File: config.mk
export PLATFORM = sky130hd
export DESIGN_NAME = pipe_reg_chain
export DESIGN_NICKNAME = d
export VERILOG_FILES = /design/src/rtl/pipe_reg_chain.sv
export SDC_FILE = /design/constraint.sdc
export NUM_CORES = 1
export LEC_CHECK = 0
export ABC_AREA = 1
export BUFFER_PORTS_ARGS = -buffer_cell sky130_fd_sc_hd__buf_4
export CORE_ASPECT_RATIO = 2
export CORE_MARGIN = 2
export CORE_UTILIZATION = 30
export CTS_BUF_LIST = sky130_fd_sc_hd__clkbuf_4 sky130_fd_sc_hd__clkbuf_8
export CTS_CLUSTER_SIZE = 25
export DETAILED_ROUTE_END_ITERATION = 7
export GPL_TIMING_DRIVEN = 0
export PLACE_DENSITY_LB_ADDON = 0.2
export SETUP_SLACK_MARGIN = 0.4
export SLEW_MARGIN = 10
export SYNTH_ARGS = -nofsm -noshare
export SYNTH_HDL_FRONTEND = slang
export SYNTH_SLANG_ARGS = --single-unit
File: constraint.sdc
create_clock -name clk -period 1.4 [get_ports clk]
set_clock_uncertainty 0.05 [all_clocks]
set_input_delay 0.14 -clock clk [delete_from_list [all_inputs] [get_ports clk]]
set_output_delay 0.14 -clock clk [all_outputs]
set_load 0.02 [all_outputs]
File: src/rtl/pipe_reg_chain.sv
// pipe_reg_chain: DEPTH register stages, each with its own valid bit, and a
// valid/ready handshake at both ends. Any empty stage takes data from the stage
// behind it even while the output is stalled, so bubbles collapse toward the
// output. A synchronous flush drops every in-flight word.
//
// Handshake: a word moves across an interface on a rising edge exactly when
// valid and ready are both high on that edge. The sender holds valid and data
// steady until that happens. Ready may depend combinationally on the far end.
module pipe_reg_chain #(
    parameter int WIDTH = 8,
    parameter int DEPTH = 3,
    parameter int CNTW  = $clog2(DEPTH + 1)
) (
    input  logic             clk,
    input  logic             reset,
    input  logic             flush,
    input  logic             in_valid,
    output logic             in_ready,
    input  logic [WIDTH-1:0] in_data,
    output logic             out_valid,
    input  logic             out_ready,
    output logic [WIDTH-1:0] out_data,
    output logic [CNTW-1:0]  occupancy
);

    logic [DEPTH-1:0] v;
    logic [WIDTH-1:0] d    [DEPTH];
    logic [DEPTH-1:0] r;
    logic [DEPTH-1:0] up_v;
    logic [WIDTH-1:0] up_d [DEPTH];

    // Stage ready. Stage i can load when some stage from i to the end is empty
    // or the output is being taken. Building the term with an accumulator
    // avoids a self-referencing bit vector.
    always_comb begin
        logic hole;
        hole = out_ready;
        r    = '0;
        for (int i = DEPTH - 1; i >= 0; i--) begin
            hole = hole | ~v[i];
            r[i] = hole & ~flush;
        end
    end

    // Upstream source of each stage. Stage 0 is fed by the input port.
    always_comb begin
        up_v[0] = in_valid;
        up_d[0] = in_data;
        for (int i = 1; i < DEPTH; i++) begin
            up_v[i] = v[i-1];
            up_d[i] = d[i-1];
        end
    end

    // Stage registers. Data is loaded only from a valid source, so an empty
    // stage keeps its last word, and flush clears the valid bits only.
    always_ff @(posedge clk or negedge reset) begin
        if (!reset) begin
            v <= '0;
            for (int i = 0; i < DEPTH; i++) begin
                d[i] <= '0;
            end
        end else if (flush) begin
            v <= '0;
        end else begin
            for (int i = 0; i < DEPTH; i++) begin
                if (r[i]) begin
                    v[i] <= up_v[i];
                    if (up_v[i]) begin
                        d[i] <= up_d[i];
                    end
                end
            end
        end
    end

    // Number of valid stages.
    always_comb begin
        occupancy = '0;
        for (int i = 0; i < DEPTH; i++) begin
            occupancy = occupancy + CNTW'(v[i]);
        end
    end

    assign in_ready  = r[0];
    assign out_valid = v[DEPTH-1] & ~flush;
    assign out_data  = d[DEPTH-1];

endmodule

# After elaboration in Yosys (flattened, before gate mapping)
# Cells that the tools add are included.
[op_classes] n_addsub=2 muxes=4 n_bitwise=11 reduce_logical=6
[ops] op="AND reduction 3 bit" count=3
[ops] op="nonzero test 2 bit" count=3
[ops] op="AND 1 bit" count=4
[ops] op="inverter 1 bit" count=4
[ops] op="two-way mux 1 bit" count=3
[ops] op="two-way mux 3 bit" count=1
[ops] op="bitwise OR 1 bit" count=3
[ops] op="adder 1 x 1 -> 2 bit" count=1
[ops] op="adder 2 x 1 -> 2 bit" count=1
[totals] regBits=27 out_inout_bits=12 elab_cells=29

# Logic depth before layout (Yosys ltp)
[depth] ltp_word=7 depth_mapped=6

# Worst setup path after synthesis
# No wires, ideal clock.
[synth_timing] path_type="register to output" start="reg v[1]" end="out occupancy[0]" t_arrival_ns=1.061 required_time_ns=1.210 setup_slack_ns=0.149 path_stages_with_launch=2 n_path_buf=0 cell_sequence="dfrtp_1 -> fa_1"
[synth_between] elab_chain_cells=2
[synth_rtl] element="start: declaration" line="26" source="logic [DEPTH-1:0] v;"
[synth_rtl] element="start signal: indexed assignment" line="68" source="v[i] <= up_v[i];"
[synth_rtl] element="adder 1 x 1 -> 2 bit" line="81" source="occupancy = occupancy + CNTW'(v[i]);"
[synth_rtl] element="adder 2 x 1 -> 2 bit" line="81"
[synth_rtl] element="end: declaration" line="23" source="output logic [CNTW-1:0] occupancy"
# Every way passes these cells.

# Worst setup path after layout
# Ends and elaborated chain as after synthesis.

==> key figures <==
Status
  – Status: finished, violations left
  – Failing checks: negative setup slack

Global route
  – First-pass GRT wire length: 4409 µm
  – Pin count of the biggest net entering global routing: 28
  – GRT Residual Overflow: 0
  – Antenna violations before repair: 0
  – Tot GR Track Use: 12.64%
  – Vias in the first global route: 1003

Floorplanning
  – Die X: 49.71 µm
  – Die height: 95.42 µm
  – Num ports: 25
  – Die area: 0.004743 mm²
  – Core footprint: 0.004046 mm²
  – Row cnt: 33
  – Initial core utilization: 30.98%

Yosys
  – Post-synthesis sequential area ratio: 53.89%
  – Synth top area share: 53.89%
  – Cells after Synth: 130
  – Syn avg cell area: 9.644 µm²
  – Yosys Warn Count: 0
  – Cell taking the most area after synthesis: dfrtp_1
  – Post-synth cell types: 21
  – Area contributors post-synth: dfrtp_1 54%, nand2_1 12%, nand3_1 6.4%
  – Post-synth net total: 144
  – Post-synthesis cell area: 0.001254 mm²
  – Synth Register Bits: 27

Final layout
  – Most frequent cells in the layout: 28 x buf_4, 27 x buf_6, 25 x dfrtp_1
  – Multi-input gate area: 601.8 µm²
  – Final Util: 50.74%
  – Layout area overhead: 63.77%
  – Final instance area: 0.002053 mm²
  – Antenna Cells: 0
  – Layout cells sized above 1: 64.67%
  – Filler Cell Count: 392
  – Commonest non-fill, non-tap cell in the layout: buf_4
  – Storage cell area: 678.2 µm²
  – Final net count: 199

Setup path
  – CP required: 1210 ps
  – Crit path launch: v[1]
  – CP bufs+invs: 1
  – Worst Setup Start Kind: flop
  – CP Max Fanout: 2
  – Crit. path cell count: 2
  – Reg2reg path depth: 8
  – Critical Path Max Stage Delay: 570 ps
  – Slowest cell on the critical path: fa_2
  – Arrival time at the worst endpoint: 1390 ps
  – Cells along the critical path: fa_2 > buf_6
  – Worst path top cell family by delay: adder cells
  – Reg2Reg Launch Point: v[1]
  – Setup CP Type: flop to primary output
  – CP endpoint kind: primary output

STA
  – Final period utilization: 112.7%
  – Final worst slack: -177.3 ps
  – Total Neg Setup Slack: -278.9 ps
  – Max-slew violation count: 0
  – Slew headroom: 72.73%
  – Tmin final: 1577 ps
  – Final Setup Violations: 3
  – Worst slew pin tran: 408.1 ps
  – FMAX: 634.0 MHz
  – Fin. Hold Viols: 0
  – RSZ-0062 raised after global routing: true

Pwr
  – Psw: 0.6711 mW
  – Int Pwr: 1.580 mW
  – Seq pwr share: 44.8%
  – Pwr dens: 1096 mW/mm²
  – Leakage power: 1.009 nW
  – Clk pwr share: 19.9%
  – Max IR drop VDD: 0.0006207 V
  – Comb pwr share: 35.3%
  – Switching Fraction: 29.82%

Detailed routing
  – Final WL: 2804 µm
  – Via/cell ratio: 4.212
  – DRC viols: 0
  – Vias post-DR: 994
  – ANT nets after route: 0
  – WL/cell: 11.88 µm
  – Iteration-0 DRC Markers: 11
  – DRT Pass-1 Iters: 2

Placed design
  – DP HPWL: 1740 µm
  – Final GP Congestion: 0.7202
  – Dpl cell area: 0.001548 mm²
  – I/O Buffers: 23
  – Place WS: 102.2 ps

Job
  – Max-cap viol count: 0

Clock network
  – TritonCTS Buffers: 3
  – Worst skew pair latency: 280 ps
  – Clk sinks: 27
  – CTS tree: built
  – Worst-path clk slew: 90 ps
  – CTS H-tree lvls: 1
  – CTS Buffer Depth: 2
  – Clock root cell: clkbuf_8

Min path
  – Hold/Removal Path Class: input pin to flop
  – Hold path cells: 2
  – Worst Hold Launch: flush
[registers in the layout, indices dropped and copies added (netlist names)]
register,count
d,16
out_data,8
v,3
[routing by layer]
layer / routed length, µm / vias to the layer above / global-route usage [%]
met5: 0 / - / 0
met4: 69 / 0 / 6.944
met3: 61 / 6 / 1.411
met2: 1811 / 18 / 26.56
met1: 861 / 462 / 10.78
li1: - / 508 / -
[what timing repair did]
action                                 4_1_cts  5_1_grt
resized for setup                           48       14
hold buffers                                 1        0
setup endpoints to repair                   39       39
pin swaps                                    6        1
buffers inserted                            18        5
gates cloned                                 2        1
endpoints found under the hold margin       27        0
[path summary, 6_finish.rpt]
check                           slack (ps)      endpoint
worst min register to register         440         d[10]
worst max-delay path                  -180  occupancy[0]
max in group asynchronous              770          v[1]
min in group asynchronous              260   out_data[2]
worst min-delay path                    30          v[1]
worst max register to register          20         d[23]
[synthesized netlist by cell type (all sizes together)]
| library cell | n |
|---|---|
| buf | 11 |
| nor2 | 3 |
| o21ai | 9 |
| fa | 1 |
| nand2 | 44 |
| inv | 14 |
| nand3 | 18 |
| nand4 | 1 |
| a21oi | 2 |
| dfrtp | 27 |
[per-stage QoR]
stage | power (mW) | hold slack [ps] | cells
6_report | 2.251 | 30.94 | 236
5_1_grt | 2.378 | 25.29 | 236
4_1_cts | 2.207 | 25.53 | 230
3_5_place_dp | 1.531 | 24.62 | 205
3_3_place_gp | 1.510 | 11.26 | 205
2_1_floorplan | 1.353 | -205.6 | 130
[final cells by class]
cell class	instances	area share [%]
plain buffers	11	6.216
repair buffers	49	23.34
inverters	14	2.681
clock buffers	3	2.011
well taps	52	3.169
multi-input cells	79	29.31
flip-flops and latches	27	33.03
clock inverters	1	0.2438
[cell families after synthesis]
logic type	count (synthesis)	share of synthesized area (%)
adder cells (fa/ha/maj)	1	1.597
flip-flops	27	53.89
AO/OA/AOI/OAI	11	7.085
buffers and inverters	25	11.38
AND/OR/NAND/NOR	66	26.05
[power groups by stage]
stage	logic (mW)	registers [mW]	clock network, mW
6_report	0.794	1.01	0.448
5_1_grt	0.864	1.03	0.483
4_1_cts	0.753	0.999	0.455
3_5_place_dp	0.526	1.00	0
3_3_place_gp	0.515	0.995	0
2_1_floorplan	0.369	0.984	0
Note: power is estimated with default switching activity, not from simulation.
